==> config.mk <==
export PLATFORM = sky130hd
export DESIGN_NAME = channel_deskew
export DESIGN_NICKNAME = d
export VERILOG_FILES = /design/src/rtl/tmds_pkg.sv /design/src/rtl/lane_delay.sv /design/src/rtl/channel_deskew.sv
export SDC_FILE = /design/constraint.sdc
export NUM_CORES = 1
export LEC_CHECK = 0
export ABC_AREA = 1
export CORE_ASPECT_RATIO = 0.7
export CORE_MARGIN = 2
export CORE_UTILIZATION = 30
export CTS_CLUSTER_DIAMETER = 200
export DETAILED_ROUTE_END_ITERATION = 8
export SYNTH_ARGS = -nofsm -noshare
export SYNTH_HDL_FRONTEND = slang
export SYNTH_SLANG_ARGS = --single-unit
==> constraint.sdc <==
create_clock -name clk_i -period 13.55 [get_ports clk_i]
set_clock_uncertainty 0.2 [all_clocks]
set_input_delay 2.71 -clock clk_i [delete_from_list [all_inputs] [get_ports clk_i]]
set_output_delay 2.71 -clock clk_i [all_outputs]
set_load 0.01 [all_outputs]
==> src/rtl/tmds_pkg.sv <==
`default_nettype none
// ============================================================================
//  Module      : tmds_pkg
//  Description : Shared TMDS definitions: the four DVI control-token symbols,
//                a token classifier and the deskew FSM state type.
//  Revision    : 1.0 - initial release
// ============================================================================
package tmds_pkg;

    localparam logic [9:0] C_CTRL_TOKEN_0 = 10'b1101010100;
    localparam logic [9:0] C_CTRL_TOKEN_1 = 10'b0010101011;
    localparam logic [9:0] C_CTRL_TOKEN_2 = 10'b0101010100;
    localparam logic [9:0] C_CTRL_TOKEN_3 = 10'b1010101011;

    typedef enum logic [1:0] {
        ST_SEARCH  = 2'd0,
        ST_MEASURE = 2'd1,
        ST_LOCKED  = 2'd2
    } deskew_state_t;

    function automatic logic is_ctrl_token(input logic [9:0] sym);
        return (sym == C_CTRL_TOKEN_0) || (sym == C_CTRL_TOKEN_1) ||
               (sym == C_CTRL_TOKEN_2) || (sym == C_CTRL_TOKEN_3);
    endfunction

endpackage
`default_nettype wire

==> src/rtl/lane_delay.sv <==
`default_nettype none
// ============================================================================
//  Module      : lane_delay
//  Description : Variable delay line for one lane. Holds the last MAX_SKEW
//                accepted symbols; sel = 0 passes the input straight through,
//                sel = j returns the symbol accepted j beats ago.
//  Ports       : clk, rst (async, active-high), advance (beat enable),
//                din (symbol in), sel (delay 0..MAX_SKEW), dout (delayed)
//  Revision    : 1.0 - initial release
// ============================================================================
module lane_delay #(
    parameter int WIDTH    = 10,
    parameter int MAX_SKEW = 4,
    parameter int SEL_W    = 3
) (
    input  logic             clk,
    input  logic             rst,
    input  logic             advance,
    input  logic [WIDTH-1:0] din,
    input  logic [SEL_W-1:0] sel,
    output logic [WIDTH-1:0] dout
);

    logic [MAX_SKEW-1:0][WIDTH-1:0] r_taps;

    // The taps keep shifting regardless of sel, so a delay change only
    // re-selects history rather than refilling the line.
    always_ff @(posedge clk or posedge rst) begin
        if (rst) begin
            r_taps <= '0;
        end else if (advance) begin
            r_taps[0] <= din;
            for (int i = 1; i < MAX_SKEW; i++) begin
                r_taps[i] <= r_taps[i-1];
            end
        end
    end

    always_comb begin
        dout = din;
        for (int i = 0; i < MAX_SKEW; i++) begin
            if (sel == SEL_W'(i + 1)) begin
                dout = r_taps[i];
            end
        end
    end

endmodule
`default_nettype wire

==> src/rtl/channel_deskew.sv <==
`default_nettype none
// ============================================================================
//  Module      : channel_deskew
//  Description : Receive-side TMDS lane aligner. Measures the per-lane offset
//                of the blanking->active edge, then delays the early lanes
//                so all lanes leave beat-aligned. Confirms alignment on the
//                delayed lanes and relocks after repeated misaligned edges.
//  Ports       : clk_i, rst_i (async, active-high), data_i/valid_i (lane k at
//                bits [k*WIDTH +: WIDTH]), data_o/valid_o (registered),
//                locked_o (high while in LOCKED)
//  Options     : CHANNEL_DESKEW_STATS_EN adds lane_delay_o (current delays)
//                and relock_cnt_o (saturating LOCKED->SEARCH count)
//  Revision    : 1.0 - initial release
// ============================================================================
module channel_deskew
    import tmds_pkg::*;
#(
    parameter int WIDTH          = 10,
    parameter int N_LANES        = 3,
    parameter int MAX_SKEW       = 4,
    parameter int MIN_RUN        = 8,
    parameter int MISMATCH_LIMIT = 2
) (
    input  logic                     clk_i,
    input  logic                     rst_i,
    input  logic [N_LANES*WIDTH-1:0] data_i,
    input  logic                     valid_i,
    output logic [N_LANES*WIDTH-1:0] data_o,
    output logic                     valid_o,
    output logic                     locked_o
`ifdef CHANNEL_DESKEW_STATS_EN
    ,
    output logic [N_LANES*$clog2(MAX_SKEW+1)-1:0] lane_delay_o,
    output logic [7:0]                            relock_cnt_o
`endif
);

    localparam int C_OFS_W = $clog2(MAX_SKEW + 1);
    localparam int C_RUN_W = $clog2(MIN_RUN + 1);
    localparam int C_MIS_W = $clog2(MISMATCH_LIMIT + 1);

    localparam logic [C_RUN_W-1:0] C_RUN_SAT  = C_RUN_W'(MIN_RUN);
    localparam logic [C_OFS_W-1:0] C_CNT_LAST = C_OFS_W'(MAX_SKEW);
    localparam logic [C_MIS_W-1:0] C_MIS_LAST = C_MIS_W'(MISMATCH_LIMIT - 1);

    logic [N_LANES-1:0][WIDTH-1:0]   w_raw;
    logic [N_LANES-1:0][WIDTH-1:0]   w_dly;
    logic [N_LANES-1:0]              w_edge_raw;
    logic [N_LANES-1:0]              w_edge_dly;

    deskew_state_t                   r_state,   w_state_nxt;
    logic [C_OFS_W-1:0]              r_cnt,     w_cnt_nxt;
    logic [N_LANES-1:0]              r_capt,    w_capt_nxt;
    logic [N_LANES-1:0][C_OFS_W-1:0] r_ofs,     w_ofs_nxt;
    logic [N_LANES-1:0][C_OFS_W-1:0] r_sel,     w_sel_nxt;
    logic [C_MIS_W-1:0]              r_mis,     w_mis_nxt;
    logic [C_OFS_W-1:0]              w_max;

    // ------------------------------------------------------------------
    // Per-lane delay line and edge detectors. Edges are detected both on
    // the raw lane (for measurement) and on the delayed lane (to confirm
    // alignment while locked).
    // ------------------------------------------------------------------
    genvar k;
    generate
        for (k = 0; k < N_LANES; k++) begin : g_lane
            logic [C_RUN_W-1:0] r_run_raw;
            logic [C_RUN_W-1:0] r_run_dly;
            logic               w_tok_raw;
            logic               w_tok_dly;

            assign w_raw[k] = data_i[k*WIDTH +: WIDTH];

            lane_delay #(
                .WIDTH    (WIDTH),
                .MAX_SKEW (MAX_SKEW),
                .SEL_W    (C_OFS_W)
            ) u_delay (
                .clk     (clk_i),
                .rst     (rst_i),
                .advance (valid_i),
                .din     (w_raw[k]),
                .sel     (r_sel[k]),
                .dout    (w_dly[k])
            );

            assign w_tok_raw = is_ctrl_token(w_raw[k]);
            assign w_tok_dly = is_ctrl_token(w_dly[k]);

            always_ff @(posedge clk_i or posedge rst_i) begin
                if (rst_i) begin
                    r_run_raw <= '0;
                    r_run_dly <= '0;
                end else if (valid_i) begin
                    if (!w_tok_raw)
                        r_run_raw <= '0;
                    else if (r_run_raw != C_RUN_SAT)
                        r_run_raw <= r_run_raw + 1'b1;

                    if (!w_tok_dly)
                        r_run_dly <= '0;
                    else if (r_run_dly != C_RUN_SAT)
                        r_run_dly <= r_run_dly + 1'b1;
                end
            end

            assign w_edge_raw[k] = valid_i & ~w_tok_raw & (r_run_raw == C_RUN_SAT);
            assign w_edge_dly[k] = valid_i & ~w_tok_dly & (r_run_dly == C_RUN_SAT);
        end
    endgenerate

    // ------------------------------------------------------------------
    // Deskew FSM: state register
    // ------------------------------------------------------------------
    always_ff @(posedge clk_i or posedge rst_i) begin
        if (rst_i) begin
            r_state <= ST_SEARCH;
            r_cnt   <= '0;
            r_capt  <= '0;
            r_ofs   <= '0;
            r_sel   <= '0;
            r_mis   <= '0;
        end else begin
            r_state <= w_state_nxt;
            r_cnt   <= w_cnt_nxt;
            r_capt  <= w_capt_nxt;
            r_ofs   <= w_ofs_nxt;
            r_sel   <= w_sel_nxt;
            r_mis   <= w_mis_nxt;
        end
    end

    // ------------------------------------------------------------------
    // Deskew FSM: next state. Everything is gated by valid_i so idle
    // beats are invisible to the offset count.
    // ------------------------------------------------------------------
    always_comb begin
        w_state_nxt = r_state;
        w_cnt_nxt   = r_cnt;
        w_capt_nxt  = r_capt;
        w_ofs_nxt   = r_ofs;
        w_sel_nxt   = r_sel;
        w_mis_nxt   = r_mis;
        w_max       = '0;

        if (valid_i) begin
            case (r_state)
                ST_SEARCH: begin
                    if (|w_edge_raw) begin
                        w_capt_nxt = w_edge_raw;
                        w_ofs_nxt  = '0;
                        w_cnt_nxt  = C_OFS_W'(1);
                        if (&w_edge_raw) begin
                            w_sel_nxt   = '0;
                            w_mis_nxt   = '0;
                            w_state_nxt = ST_LOCKED;
                        end else begin
                            w_state_nxt = ST_MEASURE;
                        end
                    end
                end

                ST_MEASURE: begin
                    // Only the first edge of each lane is recorded.
                    for (int i = 0; i < N_LANES; i++) begin
                        if (w_edge_raw[i] && !r_capt[i]) begin
                            w_capt_nxt[i] = 1'b1;
                            w_ofs_nxt[i]  = r_cnt;
                        end
                    end
                    if (&w_capt_nxt) begin
                        // Latest lane gets no delay; earlier lanes wait for it.
                        for (int i = 0; i < N_LANES; i++) begin
                            if (w_ofs_nxt[i] > w_max)
                                w_max = w_ofs_nxt[i];
                        end
                        for (int i = 0; i < N_LANES; i++) begin
                            w_sel_nxt[i] = w_max - w_ofs_nxt[i];
                        end
                        w_mis_nxt   = '0;
                        w_state_nxt = ST_LOCKED;
                    end else if (r_cnt == C_CNT_LAST) begin
                        w_state_nxt = ST_SEARCH;
                    end else begin
                        w_cnt_nxt = r_cnt + 1'b1;
                    end
                end

                ST_LOCKED: begin
                    if (&w_edge_dly) begin
                        w_mis_nxt = '0;
                    end else if (|w_edge_dly) begin
                        if (r_mis == C_MIS_LAST) begin
                            w_mis_nxt   = '0;
                            w_state_nxt = ST_SEARCH;
                        end else begin
                            w_mis_nxt = r_mis + 1'b1;
                        end
                    end
                end

                default: begin
                    w_state_nxt = ST_SEARCH;
                end
            endcase
        end
    end

    // ------------------------------------------------------------------
    // Shared output register
    // ------------------------------------------------------------------
    always_ff @(posedge clk_i or posedge rst_i) begin
        if (rst_i) begin
            data_o  <= '0;
            valid_o <= 1'b0;
        end else begin
            valid_o <= valid_i;
            if (valid_i)
                data_o <= w_dly;
        end
    end

    assign locked_o = (r_state == ST_LOCKED);

`ifdef CHANNEL_DESKEW_STATS_EN
    logic [7:0] r_relock_cnt;

    always_ff @(posedge clk_i or posedge rst_i) begin
        if (rst_i) begin
            r_relock_cnt <= '0;
        end else if ((r_state == ST_LOCKED) && (w_state_nxt == ST_SEARCH) &&
                     (r_relock_cnt != 8'hFF)) begin
            r_relock_cnt <= r_relock_cnt + 8'd1;
        end
    end

    assign relock_cnt_o = r_relock_cnt;
    assign lane_delay_o = r_sel;
`endif

endmodule
`default_nettype wire

==> results by group <==
Clock tree
  – CTS tree: yes
  – Clock-pin slew on the worst setup and hold paths: 0.06 ns
  – Worst-Skew Late Latency: 0.54 ns
  – Root Buffer: clkbuf_16
  – TritonCTS Buffers: 23
  – CTS Buffer Depth: 3
  – Setup bufs post-CTS: 0
  – H-Tree Depth: 1
  – CTS Sinks: 203
  – CTS resizes: 0
  – Hold-fix buffers, CTS: 0

Timing
  – Fin Hold WS: 0.2726 ns
  – RSZ-0062 raised after global routing: false
  – Max-slew violations: 0
  – Fin. Hold Viols: 0
  – Slew Limit Headroom: 0.3551
  – Worst-Margin Slew: 0.9673 ns
  – Period minus WS final: 7.286 ns
  – Setup TNS: 0 ns
  – Max Fclk: 0.1373 GHz
  – # setup viols final: 0
  – Fin crit share: 0.5377

Critical path
  – Crit path max fanout: 51
  – CP startpoint: valid_i
  – CP delay by family, top: simple AND/OR/NAND/NOR gates
  – Crit path largest cell delay: 0.54 ns
  – Capturing point of the worst reg2reg path: r_sel[2]$_DFFE_PP0P_
  – Crit path max-delay cell type: o21ai_0
  – Data arrival, critical path: 7.49 ns
  – Setup crit start kind: input pin
  – Setup crit end: r_sel[2]$_DFFE_PP0P_
  – Critical path depth in cells: 25
  – RR Startpoint: g_lane[0].r_run_raw[0]$_DFFE_PP0P_
  – Critical path data required time: 13.75 ns
  – Cells on worst reg2reg path: 26
  – CP Capture Type: register
  – Reg-to-reg slack, setup: 8.51 ns
  – CP Buf/Inv Count: 4
  – Top cell by count, worst path: nand2_1
  – Critical path class: in -> reg

Finish
  – Final instance area: 12850 µm²
  – Final Non-Filler Cells: 1986
  – Fillers: 3795
  – P&R area growth vs syn: 16.00%
  – Antenna Cells: 0
  – Share of layout cells above drive strength 1: 0.09230
  – Final nets: 1547

Yosys
  – Yosys cell types: 47
  – Top post-synthesis cells by area: dfrtp_1 46%, nand2_1 15%, o21ai_0 8.0%
  – Share of the synthesized area in the top cell type: 0.4584
  – Syn avg cell area: 7.658 µm²
  – Syn Inst Count: 1447
  – Net Count, Synth: 1504
  – Synth async-reset ratio: 1.000
  – Synthesized flop and latch total: 203
  – Post-synth top flop: dfrtp_1
  – Synth Warn #: 0
  – Synthesized area: 11080 µm²
  – Post-synthesis sequential area ratio: 0.4584
  – Synth area leader: dfrtp_1
  – EDFF count, synth: 0

Placed design
  – Gpl congestion: 0.8499
  – Dpl hpwl: 18840 µm
  – Placed inst area: 12080 µm²
  – # port buffers: 64
  – Placed Instances: 1945

Floorplanning
  – Ports: 65
  – Rows: 58
  – Die area: 38510 µm²
  – Die Wd: 233.7 µm
  – Core footprint: 36140 µm²
  – Starting density of the core: 0.3066
  – DIE HEIGHT: 164.8 µm

GRT
  – Largest net degree at the start of global routing: 107
  – Gr ovfl total: 0
  – Initial antenna violation count: 0
  – Global-route wire length before repair: 45080 µm
  – Number of global-route vias before repair: 8814
  – All-Layer GR Usage: 0.1428

Detailed routing
  – DRC Markers: 0
  – Routed via count: 9124
  – Initial DRC count: 678
  – Post-DR vias/cell: 4.594
  – Post-DRT Antenna Nets: 0
  – Post-detailed-route wirelength per cell: 13.39 µm
  – Aggregate routed wire length: 26590 µm
  – DR pass1 iterations: 4

Power
  – Psw: 883.0 µW
  – Sw frac: 0.3887
  – Peak supply drop: 0.09271 mV
  – Static leakage: 6.277 nW
  – Reg power frac: 0.354
  – Internal power: 1.389 mW
  – Combinational share of power: 0.364
  – Share of power burned in the clock network: 0.282
  – Total power: 2.272 mW
  – Power density over the cells: 176.7 nW/µm²

Status
  – Outcome: finished clean

Worst hold path
  – HP Class: reg -> reg

Job
  – Maxcap violations: 0
-- synth_stat cells, types with 2 or more instances --
cell type and n:
buf_1 3, nor4_1 3, buf_8 2, nor2_4 5
inv_1 206, inv_2 15, o21ai_1 5, nand2_2 28
a31oi_1 7, buf_6 6, o21ai_2 6, nor3b_1 2
buf_2 5, nand4_1 33, nand2_4 2, xnor2_1 9
ha_1 21, dfrtp_1 203, nor2_1 63, xor2_1 4
o21a_1 3, o21ai_0 178, fa_1 3, a21oi_1 9
nor3_1 4, a21oi_2 2, o211ai_1 6, nand3_1 81
nand2_1 442, nand3_2 25, nand4_2 2, buf_4 4
o22ai_1 10, clkinv_1 4, nor2_2 5, clkbuf_1 30
-- routing by layer --
metal  global-route usage  vias to the layer above  routed length, µm
li1                     -                     4681                  -
met2               0.2181                      145              11280
met4              0.02330                        0                320
met1               0.2146                     4270              13820
met3              0.02279                       28               1166
met5                    0                        -                  0
-- worst reg2reg max path, stage by stage (launching register included) --
cell and delay, ns:
dfrtp_1 0.41, inv_1 0.09, ha_1 0.15, nand3_1 0.12, nor2_1 0.20, nand4_2 0.25, o21ai_0 0.54, ha_1 0.34
nand2_1 0.15, nand2_2 0.09, nand2_1 0.08, nand2_1 0.07, ha_1 0.29, nand2_1 0.08, nor2_1 0.04, a211oi_1 0.20
a31oi_1 0.13, inv_1 0.19, nand3_1 0.10, nand2_1 0.14, ha_1 0.16, inv_1 0.05, fa_1 0.37, xnor2_1 0.15
or2_0 0.22, nand3_1 0.08, nand2_1 0.06
-- flip-flops by register name (all words and copies together) (netlist names) --
register               flops
g_lane.r_run_dly          12
data_o                    30
g_lane.r_run_raw          12
r_ofs                      9
r_mis                      2
r_capt                     3
r_cnt                      3
g_lane.u_delay.r_taps    120
r_sel                      9
r_state                    2
valid_o                    1
-- cells by family (layout without fill, tap and decap cells) --
logic type | Yosys count | after routing | share of synthesized area
and+or+nand+nor | 700 | 700 | 0.2870
adders and majority gates | 24 | 24 | 0.02913
xor gates and xnor gates | 13 | 13 | 0.01028
buffers and inverters | 277 | 336 | 0.1030
DFF | 203 | 203 | 0.4584
AOI/OAI and AO/OA | 230 | 230 | 0.1121
-- placed cells by master, fill, tap and decap left out, types with 9 or more instances in the layout --
| master | Yosys | final |
|---|---|---|
| nor2_1 | 63 | 63 |
| nand2_2 | 28 | 28 |
| o22ai_1 | 10 | 10 |
| nand3_2 | 25 | 25 |
| a21oi_1 | 9 | 9 |
| clkbuf_16 | 0 | 23 |
| nand3_1 | 81 | 81 |
| o21ai_0 | 178 | 178 |
| inv_2 | 15 | 15 |
| dfrtp_1 | 203 | 203 |
| nand4_1 | 33 | 33 |
| xnor2_1 | 9 | 9 |
| nand2_1 | 442 | 442 |
| ha_1 | 21 | 21 |
| inv_1 | 206 | 204 |
| clkdlybuf4s50_1 | 0 | 63 |
-- through the flow --
stage                     worst slack [ns]  utilization
after floorplan                      5.101            -
after detailed placement             5.762       0.3342
after global placement               5.954       0.3342
final                                6.264       0.3557
after global routing                 5.787       0.3557
after CTS                            6.317       0.3557
-- final cells by class --
cell class | instances | area, µm² | share of cell area
Multi-Input combinational cell | 967 | 4860 | 0.3781
Clock inverter | 7 | 100.1 | 0.007787
Clock buffer | 34 | 676.9 | 0.05266
Sequential cell | 203 | 5080 | 0.3952
Tap cell | 480 | 600.6 | 0.04672
Inverter | 226 | 860.8 | 0.06697
Timing Repair Buffer | 69 | 675.6 | 0.05256
-- power by group through the flow --
stage	clock, mW	sequential, mW	combinational, mW
after floorplan	0	0.805	0.557
after global placement	0	0.813	0.823
after detailed placement	0	0.817	0.831
after CTS	0.661	0.807	0.835
after global routing	0.689	0.820	0.944
final	0.641	0.804	0.826
-- worst min path at each step --
stage / start / to / slack [ns] / cells past startpoint
floorplan: r_ofs[0]$_DFFE_PP0P_ / r_ofs[0]$_DFFE_PP0P_ / 0.24 / 2
global placement: g_lane[0].u_delay.r_taps[39]$_DFFE_PP0P_ / g_lane[0].u_delay.r_taps[39]$_DFFE_PP0P_ / 0.25 / 2
detailed placement: g_lane[0].u_delay.r_taps[39]$_DFFE_PP0P_ / g_lane[0].u_delay.r_taps[39]$_DFFE_PP0P_ / 0.26 / 2
CTS: g_lane[0].u_delay.r_taps[39]$_DFFE_PP0P_ / g_lane[0].u_delay.r_taps[39]$_DFFE_PP0P_ / 0.27 / 2
global route: data_o[9]$_DFFE_PP0P_ / data_o[9]$_DFFE_PP0P_ / 0.30 / 2
finish: g_lane[0].u_delay.r_taps[39]$_DFFE_PP0P_ / g_lane[0].u_delay.r_taps[39]$_DFFE_PP0P_ / 0.27 / 2
Power figures use the tool's default switching activity.
